--- src/rtl/life_pkg.sv ---
// rtl/life_pkg.sv - shared grid geometry, FSM states and display colours for the life updater
package life_pkg;

   localparam int ROWS = 15;
   localparam int COLS = 20;

   typedef enum logic [2:0] {
      ST_IDLE,
      ST_PRIME,
      ST_PWAIT,
      ST_READ,
      ST_WAIT,
      ST_WRITE,
      ST_DONE
   } life_state_e;

   // 12-bit RGB used by the display path when rendering sprites
   localparam logic [11:0] COLOUR_ALIVE = 12'h0F0;
   localparam logic [11:0] COLOUR_DEAD  = 12'h000;
   localparam logic [11:0] COLOUR_GRID  = 12'h333;

endpackage

--- src/rtl/life_row_calc.sv ---
// rtl/life_row_calc.sv - next-generation row word from the rows above, at and below
module life_row_calc #(
   parameter int COLS = 20
) (
   input  logic [COLS-1:0] i_prev,
   input  logic [COLS-1:0] i_cur,
   input  logic [COLS-1:0] i_next,
   output logic [COLS-1:0] o_row
);

   // one dead guard column on each side: bit c+1 of these holds column c
   logic [COLS+1:0] w_p;
   logic [COLS+1:0] w_c;
   logic [COLS+1:0] w_n;
   logic [3:0]      w_cnt;

   assign w_p = {1'b0, i_prev, 1'b0};
   assign w_c = {1'b0, i_cur,  1'b0};
   assign w_n = {1'b0, i_next, 1'b0};

   function automatic logic [3:0] f_b(input logic b);
      return {3'b000, b};
   endfunction

   always_comb begin
      o_row = '0;
      w_cnt = '0;
      for (int c = 0; c < COLS; c++) begin
         w_cnt = f_b(w_p[c]) + f_b(w_p[c+1]) + f_b(w_p[c+2])
               + f_b(w_c[c])                 + f_b(w_c[c+2])
               + f_b(w_n[c]) + f_b(w_n[c+1]) + f_b(w_n[c+2]);
         o_row[c] = (w_cnt == 4'd3) || (w_c[c+1] && (w_cnt == 4'd2));
      end
   end

endmodule

--- src/rtl/life_updater.sv ---
// rtl/life_updater.sv - in-place Game of Life generation step over a row-addressed grid memory
module life_updater #(
   parameter int ROWS = life_pkg::ROWS,
   parameter int COLS = life_pkg::COLS
) (
   input  logic            i_clk,
   input  logic            i_rst_n,
   input  logic            i_start,
   output logic            o_rd_en,
   output logic [3:0]      o_rd_row,
   input  logic [COLS-1:0] i_rd_data,
   output logic            o_wr_en,
   output logic [3:0]      o_wr_row,
   output logic [COLS-1:0] o_wr_data,
   output logic            o_busy,
   output logic            o_done,
   output logic [15:0]     o_gen
);

   import life_pkg::*;

   localparam logic [3:0] LAST_ROW = 4'(ROWS - 1);

   life_state_e     r_state;
   life_state_e     w_state_nxt;
   logic [3:0]      r_row;
   logic [COLS-1:0] r_prev;
   logic [COLS-1:0] r_cur;
   logic [COLS-1:0] r_next;
   logic [COLS-1:0] w_row_new;
   logic [15:0]     r_gen;
   logic            w_rd_en;
   logic            w_wr_en;
   logic [3:0]      w_rd_row;

   life_row_calc #(.COLS(COLS)) u_row_calc (
      .i_prev (r_prev),
      .i_cur  (r_cur),
      .i_next (r_next),
      .o_row  (w_row_new)
   );

   always_ff @(posedge i_clk) begin
      if (!i_rst_n) begin
         r_state <= ST_IDLE;
         r_row   <= '0;
         r_prev  <= '0;
         r_cur   <= '0;
         r_next  <= '0;
         r_gen   <= '0;
      end else begin
         r_state <= w_state_nxt;
         case (r_state)
            ST_PRIME: r_prev <= '0;
            ST_PWAIT: begin
               r_cur <= i_rd_data;
               r_row <= '0;
            end
            // below the last row the grid is dead
            ST_WAIT:  r_next <= (r_row != LAST_ROW) ? i_rd_data : '0;
            ST_WRITE: begin
               r_prev <= r_cur;
               r_cur  <= r_next;
               if (r_row != LAST_ROW) r_row <= r_row + 4'd1;
            end
            ST_DONE:  r_gen <= r_gen + 16'd1;
            default: ;
         endcase
      end
   end

   always_comb begin
      w_state_nxt = r_state;
      w_rd_en     = 1'b0;
      w_rd_row    = '0;
      w_wr_en     = 1'b0;
      case (r_state)
         ST_IDLE:  if (i_start) w_state_nxt = ST_PRIME;
         ST_PRIME: begin
            w_rd_en     = 1'b1;
            w_state_nxt = ST_PWAIT;
         end
         ST_PWAIT: w_state_nxt = ST_READ;
         ST_READ: begin
            if (r_row != LAST_ROW) begin
               w_rd_en  = 1'b1;
               w_rd_row = r_row + 4'd1;
            end
            w_state_nxt = ST_WAIT;
         end
         ST_WAIT:  w_state_nxt = ST_WRITE;
         ST_WRITE: begin
            w_wr_en     = 1'b1;
            w_state_nxt = (r_row == LAST_ROW) ? ST_DONE : ST_READ;
         end
         ST_DONE:  w_state_nxt = ST_IDLE;
         default:  w_state_nxt = ST_IDLE;
      endcase
   end

   // strobes are masked by reset so an abort suppresses the write in flight
   assign o_rd_en   = w_rd_en & i_rst_n;
   assign o_rd_row  = w_rd_row;
   assign o_wr_en   = w_wr_en & i_rst_n;
   assign o_wr_row  = r_row;
   assign o_wr_data = w_row_new;
   assign o_busy    = (r_state != ST_IDLE);
   assign o_done    = (r_state == ST_DONE);
   assign o_gen     = r_gen;

endmodule

--- config.mk ---
export PLATFORM = sky130hd
export DESIGN_NAME = life_updater
export DESIGN_NICKNAME = d
export VERILOG_FILES = /design/src/rtl/life_pkg.sv /design/src/rtl/life_row_calc.sv /design/src/rtl/life_updater.sv
export SDC_FILE = /design/constraint.sdc
export NUM_CORES = 1
export LEC_CHECK = 0
export ABC_CLOCK_PERIOD_IN_PS = 9600
export CAP_MARGIN = 20
export CORE_MARGIN = 5
export CORE_UTILIZATION = 40
export DETAILED_ROUTE_END_ITERATION = 10
export PLACE_DENSITY_LB_ADDON = 0.1
export SLEW_MARGIN = 30
export SYNTH_ARGS = -nofsm -noshare
export SYNTH_HDL_FRONTEND = slang
export SYNTH_SLANG_ARGS = --single-unit
--- constraint.sdc ---
create_clock -name i_clk -period 9.6 [get_ports i_clk]
set_input_delay 1.92 -clock i_clk [delete_from_list [all_inputs] [get_ports i_clk]]
set_output_delay 1.92 -clock i_clk [all_outputs]
set_load 0.02 [all_outputs]
==> metrics.csv <==
metric;value;unit
finalHoldViolCount;0;
crit_required;7.68;ns
outcome;finished, final reports clean;
num_vias;5159;
cp_top_family;adder cells;
avgSynthCellArea;8.91;µm²
grt_pass1_wl;26300;µm
synth_nets;923;
netlist_instances;763;
startpoint_type;register;
rsz0062_at_grt;false;
htreeDepth;3;
pwr-share-clk;45.0;%
hold_depth;2;
seqPwrFrac;44.4;%
hp-class;reg2reg;
viasPerCell;4.93;
clock_latency;0.33;ns
swShare;23.8;%
synthFlopType;dfxtp_1;
synth-seq-cells;83;
cp_data_arrival_time;4.04;ns
num_antenna_cells;0;
cts_resized;0;
cts_tree;yes;
drive_gt1_share;3.26;%
path_cells;ha_1 > inv_1 > fa_1 > fa_1 > inv_1 > fa_1 > inv_1 > fa_1 > a2111oi_0 > a21oi_1 > nor3_1 > clkdlybuf4s50_1;
ant_nets;0;
reg2regPathDepth;5;
drv_cap;0;
cts_max_path_buffers;2;
area_growth;18.2;%
finalWorstSetupSlack;3.64;ns
die-area;0.0197;mm²
p_per_area;102;mW/mm²
cts_sinks;83;
skew;0.00551;ns
post-dp-hpwl;11800;µm
cp_num_cells;12;
p_leak;3.43;nW
ys_warn_count;0;
wl_per_cell;14.3;µm
p_comb_share;10.6;%
cp_common_cell;fa_1;
total_power;0.822;mW
ys_async_sr_fraction;0;%
start_util;40.8;%
portBuffers;70;
root_buffer;clkbuf_16;
irDropWorstVdd;89.9;µV
slew_viol_final;0;
worstSetupEndpointType;primary output;
drtIter0Drc;224;
path_buf_inv;4;
die_width;140;µm
place_congestion;0.769;
final_util;48.3;%
grt_use_total;16.1;%
fin_crit_sh;62.1;%
synth_area;0.00680;mm²
dr.pass1.iters;4;
final_area;0.00804;mm²
tightest_slew;0.719;ns
p_int;0.626;mW
cts.clk_slew.worst_paths;0.06;ns
synth_cell_types;39;
critPathMaxStageDelay;0.62;ns
ios;71;
routed_wl;14900;µm
first_global_vias;5544;
critPathMaxFanout;4;
setup_viol;0;
placeableCoreArea;0.0166;mm²
slew_headroom;51.6;%
pre_cts_ws;3.54;ns
synth-edff-count;0;
critPathSlowestCell;clkdlybuf4s50_1;
ys_seq_area_share;24.4;%
die_height;140;µm
antenna_found_initial;0;
ctsHoldBuffers;0;
place_area;0.00770;mm²
p_sw;0.195;mW
finalSetupTns;0;ns
fin_nets;982;
drc;0;
cts_made_buffers;9;
cts_setup_buffers;0;
grt_max_degree;70;
fmax;0.168;GHz
period_minus_slack;5.96;ns
criticalPathCategory;reg2out;
row_count;47;
overflow;0;
-- layer usage --
layer  up-vias  GRT usage (%)  wire, µm
met5         -              0         0
met4         0           4.18       176
met3        13           2.49       525
met2        77           26.8      7160
met1      2488           22.1      7090
li1       2581              -         -
-- synth_stat cells (7+ instances only) --
master     number  area share, %
a2111oi_0      11            1.4
a211oi_1       13            1.4
a21boi_0        7           0.77
a21oi_1        18            1.3
a22o_1         20            2.6
a22oi_1        25            2.8
a31oi_1         8           0.74
and2_1          9           0.83
buf_2           7           0.52
clkbuf_1       21            1.2
dfxtp_1        83             24
fa_1           77             23
ha_1           60             11
inv_1         183             10
nand2_1        25            1.4
nand3_1         8           0.59
nor2_1         60            3.3
nor2b_1        32            2.9
nor3_1         25            1.8
nor3b_1        19            2.1
-- cell type report --
| type | instances | area (µm²) |
|---|---|---|
| sequential | 83 | 1660 |
| inverter | 183 | 687 |
| multi-input combinational | 469 | 4340 |
| fill | 1592 | 8610 |
| tap | 220 | 275 |
| clock inverter | 4 | 73.8 |
| timing repair buffer | 76 | 748 |
| clock buffer | 12 | 246 |
-- state kept, by name, summed over array words and instances (netlist names) --
| signal | count |
|---|---|
| o_gen | 16 |
| o_wr_row | 4 |
| r_cur | 20 |
| r_next | 20 |
| r_prev | 20 |
| r_state | 3 |
-- cells in the final DEF, fill, tap and decap left out, types with 3 or more instances in the layout --
| cell type | count |
|---|---|
| inv_1 | 183 |
| dfxtp_1 | 83 |
| fa_1 | 77 |
| clkdlybuf4s50_1 | 69 |
| nor2_1 | 60 |
| ha_1 | 60 |
| nor2b_1 | 31 |
| nor3_1 | 25 |
| nand2_1 | 25 |
| a22oi_1 | 25 |
| a22o_1 | 20 |
| a21oi_1 | 18 |
| nor3b_1 | 18 |
| a211oi_1 | 13 |
| a2111oi_0 | 11 |
| clkbuf_16 | 9 |
| a31oi_1 | 8 |
| nand3_1 | 8 |
| and2_1 | 8 |
| a21boi_0 | 7 |
| xnor2_1 | 6 |
| mux2i_1 | 6 |
| o21ai_0 | 6 |
| or3_1 | 5 |
| buf_4 | 5 |
| xor2_1 | 4 |
| and3_1 | 3 |
| nand3b_1 | 3 |
| a21boi_1 | 3 |
| nand2b_1 | 3 |
-- final timing paths --
path	start	end	slack, ns
worst max-delay path	r_prev[8]	o_wr_data[9]	3.64
worst min register to register	o_gen[15]	o_gen[15]	0.47
worst min-delay path	o_gen[15]	o_gen[15]	0.47
worst max register to register	r_state[2]	r_next[3]	7.01
-- logic make-up (layout without fill, tap and decap cells) --
kind of cell | Yosys count | count (layout) | synth area share (%)
AOI/OAI and AO/OA | 115 | 115 | 12.3
adders and majority gates | 137 | 137 | 33.7
and+or+nand+nor | 201 | 201 | 15.6
muxes | 6 | 6 | 0.884
DFF | 83 | 83 | 24.4
buffers and inverters | 211 | 275 | 11.8
xor gates and xnor gates | 10 | 10 | 1.29
-- tightest hold or removal path, delay by kind of cell, from the launching register on --
family / cells / cell delay, ns
DFF: 1 / 0.32
muxes: 1 / 0.05
and+or+nand+nor: 1 / 0.05
-- stage by stage --
step | hold slack, ns | cells
after floorplan | 0.468 | 763
after global placement | 0.462 | 1030
after detailed placement | 0.465 | 1030
after CTS | 0.479 | 1046
after global routing | 0.534 | 1047
final | 0.472 | 1047
-- power groups by stage --
stage / combinational (mW) / clock (mW) / sequential, mW
after CTS: 0.0895 / 0.382 / 0.365
after global placement: 0.0864 / 0 / 0.372
after detailed placement: 0.0887 / 0 / 0.372
after floorplan: 0.0614 / 0 / 0.367
final: 0.0875 / 0.370 / 0.365
after global routing: 0.102 / 0.397 / 0.366
No activity file was read; power rests on OpenSTA's default activity.
